==> config.mk <==
export PLATFORM = sky130hd
export DESIGN_NAME = alu_exec_unit
export DESIGN_NICKNAME = d
export VERILOG_FILES = /design/src/rtl/alu_exec_unit.sv
export SDC_FILE = /design/constraint.sdc
export NUM_CORES = 1
export LEC_CHECK = 0
export ABC_AREA = 0
export BUFFER_PORTS_ARGS = -buffer_cell sky130_fd_sc_hd__clkbuf_2
export CAP_MARGIN = 10
export CORE_MARGIN = 2
export CORE_UTILIZATION = 25
export DETAILED_ROUTE_END_ITERATION = 8
export GPL_ROUTABILITY_DRIVEN = 0
export SLEW_MARGIN = 10
export SYNTH_ARGS = -nofsm -noshare
export SYNTH_HDL_FRONTEND = slang
export SYNTH_SLANG_ARGS = --single-unit
==> constraint.sdc <==
create_clock -name clk -period 5.1 [get_ports clk]
set_input_delay 1.02 -clock clk [delete_from_list [all_inputs] [get_ports clk]]
set_output_delay 1.02 -clock clk [all_outputs]
set_load 0.01 [all_outputs]
==> src/rtl/alu_exec_unit.sv <==
// alu_exec_unit: handshaked ALU with registered result and status flags.
// Single-cycle ops (ADD, SUB, AND, OR, SLT) produce a result one cycle after
// acceptance; the result is held until the consumer takes it.
// Optional feature macro: ALU_EXEC_MUL_EN -- when defined, code 110 runs an
// iterative shift-add multiply (WIDTH cycles); when undefined, 110 is illegal.
module alu_exec_unit #(
  parameter int WIDTH = 32
) (
  input  logic             clk,
  input  logic             rst,
  input  logic             in_valid,
  output logic             in_ready,
  input  logic [2:0]       ALUControl,
  input  logic [WIDTH-1:0] A,
  input  logic [WIDTH-1:0] B,
  output logic             out_valid,
  input  logic             out_ready,
  output logic [WIDTH-1:0] Result,
  output logic             Zero,
  output logic             Negative,
  output logic             Carry,
  output logic             Overflow,
  output logic             illegal
);

  typedef enum logic [1:0] {
    IDLE = 2'd0,
`ifdef ALU_EXEC_MUL_EN
    MUL  = 2'd1,
`endif
    DONE = 2'd2
  } state_t;

  state_t             state_q, state_d;
  logic [WIDTH-1:0]   result_q, result_d;
  logic               zero_q, zero_d;
  logic               neg_q, neg_d;
  logic               carry_q, carry_d;
  logic               ovf_q, ovf_d;
  logic               ill_q, ill_d;

  // Combinational ALU results for the operation presented at the inputs
  logic [WIDTH:0]     sum_ext;
  logic [WIDTH:0]     dif_ext;
  logic [WIDTH-1:0]   alu_res;
  logic               alu_c, alu_v, alu_ill, alu_is_mul;

`ifdef ALU_EXEC_MUL_EN
  localparam int CNT_W = $clog2(WIDTH);
  logic [WIDTH-1:0]   mcand_q, mcand_d;
  logic [WIDTH-1:0]   mplier_q, mplier_d;
  logic [WIDTH-1:0]   acc_q, acc_d;
  logic [CNT_W-1:0]   cnt_q, cnt_d;
  logic [WIDTH-1:0]   acc_step;
`endif

  // A request is only taken in IDLE, and never while reset is held
  assign in_ready  = (state_q == IDLE) && !rst;
  assign out_valid = (state_q == DONE);
  assign Result    = result_q;
  assign Zero      = zero_q;
  assign Negative  = neg_q;
  assign Carry     = carry_q;
  assign Overflow  = ovf_q;
  assign illegal   = ill_q;

  // Decode and evaluate the single-cycle operations; SUB carry is NOT borrow
  always_comb begin
    sum_ext    = {1'b0, A} + {1'b0, B};
    dif_ext    = {1'b0, A} + {1'b0, ~B} + (WIDTH+1)'(1);
    alu_res    = '0;
    alu_c      = 1'b0;
    alu_v      = 1'b0;
    alu_ill    = 1'b0;
    alu_is_mul = 1'b0;
    case (ALUControl)
      3'b000: begin
        alu_res = sum_ext[WIDTH-1:0];
        alu_c   = sum_ext[WIDTH];
        alu_v   = (A[WIDTH-1] == B[WIDTH-1]) && (sum_ext[WIDTH-1] != A[WIDTH-1]);
      end
      3'b001: begin
        alu_res = dif_ext[WIDTH-1:0];
        alu_c   = dif_ext[WIDTH];
        alu_v   = (A[WIDTH-1] != B[WIDTH-1]) && (dif_ext[WIDTH-1] != A[WIDTH-1]);
      end
      3'b010: alu_res = A & B;
      3'b011: alu_res = A | B;
      3'b101: alu_res = {{(WIDTH-1){1'b0}}, ($signed(A) < $signed(B))};
`ifdef ALU_EXEC_MUL_EN
      3'b110: alu_is_mul = 1'b1;
`endif
      default: alu_ill = 1'b1;
    endcase
  end

  // Next-state logic: accept in IDLE, iterate in MUL, hold in DONE
  always_comb begin
    state_d  = state_q;
    result_d = result_q;
    zero_d   = zero_q;
    neg_d    = neg_q;
    carry_d  = carry_q;
    ovf_d    = ovf_q;
    ill_d    = ill_q;
`ifdef ALU_EXEC_MUL_EN
    mcand_d  = mcand_q;
    mplier_d = mplier_q;
    acc_d    = acc_q;
    cnt_d    = cnt_q;
    acc_step = mplier_q[0] ? (acc_q + mcand_q) : acc_q;
`endif
    case (state_q)
      IDLE: begin
        if (in_valid) begin
`ifdef ALU_EXEC_MUL_EN
          if (alu_is_mul) begin
            state_d  = MUL;
            mcand_d  = A;
            mplier_d = B;
            acc_d    = '0;
            cnt_d    = '0;
          end else
`endif
          begin
            state_d  = DONE;
            result_d = alu_res;
            zero_d   = (alu_res == '0);
            neg_d    = alu_res[WIDTH-1];
            carry_d  = alu_c;
            ovf_d    = alu_v;
            ill_d    = alu_ill;
          end
        end
      end
`ifdef ALU_EXEC_MUL_EN
      MUL: begin
        acc_d    = acc_step;
        mcand_d  = mcand_q << 1;
        mplier_d = mplier_q >> 1;
        cnt_d    = cnt_q + CNT_W'(1);
        if (cnt_q == CNT_W'(WIDTH-1)) begin
          state_d  = DONE;
          cnt_d    = '0;
          result_d = acc_step;
          zero_d   = (acc_step == '0);
          neg_d    = acc_step[WIDTH-1];
          carry_d  = 1'b0;
          ovf_d    = 1'b0;
          ill_d    = 1'b0;
        end
      end
`endif
      DONE: begin
        if (out_ready) state_d = IDLE;
      end
      default: state_d = IDLE;
    endcase
  end

  // State and result registers; reset aborts any operation in flight
  always_ff @(posedge clk) begin
    if (rst) begin
      state_q  <= IDLE;
      result_q <= '0;
      zero_q   <= 1'b0;
      neg_q    <= 1'b0;
      carry_q  <= 1'b0;
      ovf_q    <= 1'b0;
      ill_q    <= 1'b0;
`ifdef ALU_EXEC_MUL_EN
      mcand_q  <= '0;
      mplier_q <= '0;
      acc_q    <= '0;
      cnt_q    <= '0;
`endif
    end else begin
      state_q  <= state_d;
      result_q <= result_d;
      zero_q   <= zero_d;
      neg_q    <= neg_d;
      carry_q  <= carry_d;
      ovf_q    <= ovf_d;
      ill_q    <= ill_d;
`ifdef ALU_EXEC_MUL_EN
      mcand_q  <= mcand_d;
      mplier_q <= mplier_d;
      acc_q    <= acc_d;
      cnt_q    <= cnt_d;
`endif
    end
  end

endmodule

Yosys cells after proc, flatten, opt, wreduce, memory -nomap -nowiden
Cells that the tools add are included.
{ "totals": {"elab_cells": 42, "register_bits": 39, "latch_bits": 0, "mem_count": 0, "out_inout_bits": 39, "rom_bits": 0, "ramBits": 0} }
{ "classes": {"addsub": 3, "shift": 0, "reduce_logical": 10, "magnitude_cmp": 1, "mux": 7, "n_bitwise": 3, "eq_ne": 11, "multipliers": 0, "div_mod_pow": 0} }
{ "ops": {"columns": ["operator", "count"], "rows": [
  ["one-hot mux 32 bit (5 select lines)", 1],
  ["adder 32 x 32 -> 33 bit", 2],
  ["adder 33 x 1 -> 33 bit, second input constant", 1],
  ["bitwise AND 32 bit", 1],
  ["zero test 32 bit", 1],
  ["less-than comparator 32 bit", 1],
  ["inverter 32 bit", 1],
  ["OR 32 bit", 1],
  ["== test 3 x 2 -> 1 bit, second input constant", 2],
  ["OR reduction 5 bit", 1],
  ["two-way mux 2 bit", 2],
  ["one-hot mux 1 bit (2 select lines)", 2],
  ["one-hot mux 2 bit (2 select lines)", 1],
  ["AND reduction 2 bit", 2],
  ["== test 3 x 1 -> 1 bit, second input constant", 1],
  ["== test 3 bit, second input constant", 1],
  ["logical AND 1 bit", 3],
  ["zero test 3 bit", 1],
  ["!= test 1 bit", 3],
  ["== test 2 bit, second input constant", 1],
  ["zero test 2 bit", 1],
  ["!= test 2 x 1 -> 1 bit, second input constant", 1],
  ["!= test 2 bit, second input constant", 1],
  ["== test 1 bit", 1],
  ["other kinds (2)", 2]
]} }

Logic depth before layout (Yosys ltp)
{ "logic_depth": {"ltp_word": 6, "mapped_depth": 14, "ltp_nobuf": 14} }

Worst setup path after synthesis
OpenSTA, ideal clock, no wires.
{ "synth_timing": {"path_type": "input to register", "startpoint": "in A[5]", "endpoint": "reg zero_q, in the netlist Zero", "required_ns": 5.041, "path_buffers": 1, "setup_time_ns": 0.059, "setup_slack_ns": 1.031, "t_arrival_ns": 4.010, "stages": 14, "path_cell_list": "inv_1 > ha_1 > clkbuf_1 > or2_2 > a21oi_1 > a2111oi_2 > o31a_2 > o32ai_2 > a311o_1 > mux2_4 > a211oi_2 > nand4_1 > nor4_1 > a41o_1"} }
{ "synth_via": {"elab_chain_cells": 4} }
{ "synth_lines": {"columns": ["item", "line_no", "rtl"], "rows": [
  ["start: declaration", "14", "input logic [WIDTH-1:0] A,"],
  ["adder 32 x 32 -> 33 bit", "70", "dif_ext = {1'b0, A} + {1'b0, ~B} + (WIDTH+1)'(1);"],
  ["adder 33 x 1 -> 33 bit", "70", null],
  ["one-hot mux 32 bit (5 select lines) (*)", "76", "case (ALUControl)"],
  ["zero test 32 bit (*)", "128", "zero_d = (alu_res == '0);"],
  ["end signal: assignment", "180", "zero_q <= zero_d;"],
  ["end: declaration", "36", "logic zero_q, zero_d;"]
]} }
Every way passes the cells marked *; elsewhere a longest branch is shown, timed or not.
A chain may end at the register's enable or synchronous reset.

Final worst setup path
{ "layout_timing": {"startpoint": "in B[0]", "endpoint": "reg zero_q, in the netlist Zero"} }
{ "layout_via": {"elab_chain_cells": 5} }
{ "layout_lines": {"columns": ["item", "line_no", "rtl"], "rows": [
  ["start: declaration", "15", "input logic [WIDTH-1:0] B,"],
  ["inverter 32 bit", "70", null],
  ["adder 32 x 32 -> 33 bit", "70", null],
  ["adder 33 x 1 -> 33 bit", "70", null],
  ["one-hot mux 32 bit (5 select lines) (*)", "76", null],
  ["zero test 32 bit (*)", "128", null]
]} }
Marked as above.

==> impl_metrics.ini <==
[sta]
finalCritPeriodShare_pct = 92.22
hold_violations = 0
finalWorstSetupSlack_ns = 0.3969
worstMarginPinSlew_ns = 1.073
fin_crit_ns = 4.703
finalSetupTns_ns = 0
drv_slew = 0
setup_viol = 0
max_freq_mhz = 212.6
skew_ns = 0.002170
rsz0062_at_grt = no
relSlewSlack_pct = 28.34

[finish]
fin_util_pct = 29.26
antennaDiodeCount = 0
multiInputGateArea_sq_um = 5249
nNetsFinal = 1216
nFillCells = 2894
layout.cells.non_filler = 1380
syn_to_final_growth_pct = 14.85
drive_gt1_share_pct = 15.79
register_area_sq_um = 740.7

[grt]
grt_pass1_vias = 6731
grt_max_degree = 55
grt-ovfl-total = 0
grt_usage_pct = 16.16
grt_pass1_wl_microns = 37140
grt_antenna_before_repair = 2

[critical_path]
crit_type = input pin to flip-flop
crit_fanout = 3
r2r-start = state_q[1]
r2r_end = Zero
ff2ff_setup_slack_ns = 2.18
rr_worst_depth = 11
worstPathRequired_ns = 5.32
endpoint_kind = flip-flop
cp.arrival_ns = 4.93
crit_path_start_kind = input pin
crit_end = Zero
startpoint = B[0]

[clocking]
clock_sinks = 37
ctsLongestPathBuffers = 2
cts_inserted_buffers = 5
cts_htree_levels = 2
post_cts_buffers = 0
clock_latency_ns = 0.28
cts-root-buf = clkbuf_16
cts_hold_buf = 0
clk_pin_slew_worst_paths_ns = 0.05
cts_tree = built
cts_resized = 0

[die]
core_sq_um = 26060
dieHeight_microns = 167.0
num_rows = 59
ios = 110
fp.dieW_microns = 167.0
initial_core_util_pct = 25.48
fp.dieArea_sq_um = 27880

[outcome]
status = finished, final reports clean

[drt]
wl_met3_microns = 2452
route.detailed.drc = 0
wirelength_microns = 23550
viasPerCell = 5.312
drt_iter0_markers = 668
num_vias = 7330
firstDrtPassIters = 6
drt-met1-wl_microns = 11040
wl_per_cell_microns = 17.07
top_layer = met5
ant_nets = 0
met2_length_microns = 9704

[logic_synthesis]
synth_seq_area_share_pct = 11.16
syn-cell-area_sq_um = 6640
netlist_instances = 966
ys_top_cells_by_area = ha_1, dfxtp_1, nor2_1
synth.distinct_cells = 80
synth-edff-count = 0
yosysWarnings = 0
synth_flop_cell = dfxtp_1
async_reset_ff_share_pct = 0
avgSynthCellArea_sq_um = 6.874
synth_area_leader_cell = ha_1
synthesis.nets = 1138
synth_seq_cells = 37
synth_top_area_share_pct = 18.65

[power_and_ir_drop]
power.density_nw_per_um2 = 183.6
power.static_leakage_uw = 0.003514
peakVddDrop_uv = 193.2

[place]
dp_slack_ns = 0.1366
io_buffers = 109
placed_cells = 1372
hpwl_microns = 19160

[job]
maxCapViolations = 0

[worst_hold_path]
hp-start = illegal
hold_path_class = flip-flop to flip-flop
layer usage:
layer	GRT usage (%)	vias to the layer above
met5	0	-
met4	3.036	2
met3	4.064	33
met2	24.10	322
met1	23.51	3339
li1	-	3634
registers in the layout, summed over array words and instances (netlist names):
signal,cells
Result,32
state_q,1
illegal,1
Zero,1
Carry,1
Overflow,1
area by class of cell:
| type | instances | area share (%) |
|---|---|---|
| sequential | 37 | 9.713 |
| multi-input combinational | 775 | 68.83 |
| tap | 335 | 5.496 |
| clock inverter | 1 | 0.06563 |
| clock buffer | 7 | 2.002 |
| inverter | 95 | 4.676 |
| timing repair buffer | 130 | 9.221 |
through the flow:
stage | power (uW) | hold slack (ns) | cell area (sq um)
2_1_floorplan | 845.6 | 0.4762 | 6640
3_3_place_gp | 1065 | 0.4432 | 7468
3_5_place_dp | 1072 | 0.4488 | 7468
4_1_cts | 1391 | 0.4579 | 7626
5_1_grt | 1496 | 0.4800 | 7626
6_report | 1400 | 0.4555 | 7626
critical path: stages:
cell and delay, ns:
clkbuf_2 0.10, ha_1 0.25, fa_1 0.44, a211oi_1 0.33
o31ai_1 0.19, a31o_2 0.31, o311ai_0 0.46, buf_4 0.21
nor3_1 0.06, o21ai_0 0.15, nor2_1 0.06, nor4b_1 0.70
nand4_1 0.16, nor4_1 0.29, a41o_1 0.20
cells in the final DEF, fill, tap and decap left out, types with 5 or more instances in the layout:
cell type  synthesis  layout
a2111oi_0          5       5
a211oi_1          40      40
a21boi_0           6       6
a21o_1            17      17
a21oi_1           93      93
a31oi_1           12      12
and2_1             6       6
and3_1             7       7
buf_4              6      21
clkbuf_16          0       5
clkbuf_2           1     109
dfxtp_1           37      37
ha_1              99      99
inv_1             94      94
mux2i_1            6       6
nand2_1           57      57
nand2b_1          10      10
nand3_1           15      15
nand4_1           10      10
nor2_1           127     127
nor2b_1           15      14
nor3_1            29      29
nor4_1            13      13
o211ai_1          15      15
o21a_1             5       5
o21ai_0           57      57
o21bai_1           6       6
o221ai_1           5       5
o22ai_1            6       6
o311ai_0           5       5
o31ai_1           11      11
or2_2              6       6
xnor2_1           15      15
cells by family (layout without fill, tap and decap cells):
kind of cell             Yosys count  in the layout  synth area share [%]
AO/OA/AOI/OAI                    340            340                 34.37
AND/OR/NAND/NOR                  309            309                 21.76
buffers and inverters            154            233                 9.911
adder cells (fa/ha/maj)          101            101                 19.26
flip-flops                        37             37                 11.16
XOR/XNOR                          17             17                 2.242
multiplexers                       8              8                 1.300
power breakdown:
part / internal (uW) / total [uW] / leakage [uW] / switching, uW
Clock: 207 / 317 / 0.0000799 / 111
Sequential: 314 / 330 / 0.000305 / 16.2
Combinational: 282 / 752 / 0.00313 / 471
Total: 802 / 1400 / 0.00351 / 598
how the worst min path moves through the flow:
stage / slack, ns / endpoint / cells after the start
3_3_place_gp: 0.44 / illegal / 2
6_report: 0.46 / illegal / 2
3_5_place_dp: 0.45 / illegal / 2
5_1_grt: 0.48 / Result[1] / 2
4_1_cts: 0.46 / illegal / 2
2_1_floorplan: 0.48 / illegal / 2
cells in the mapped netlist, drive strengths merged, types with 13 or more instances:
master / instances
ha: 99
nand3: 15
nor2b: 15
nor4: 13
nand2: 57
inv: 94
a21oi: 93
clkbuf: 47
dfxtp: 37
nor3: 29
o21ai: 58
nor2: 127
xnor2: 15
o211ai: 15
a211oi: 41
a21o: 19
No activity file was read; power rests on OpenSTA's default activity.
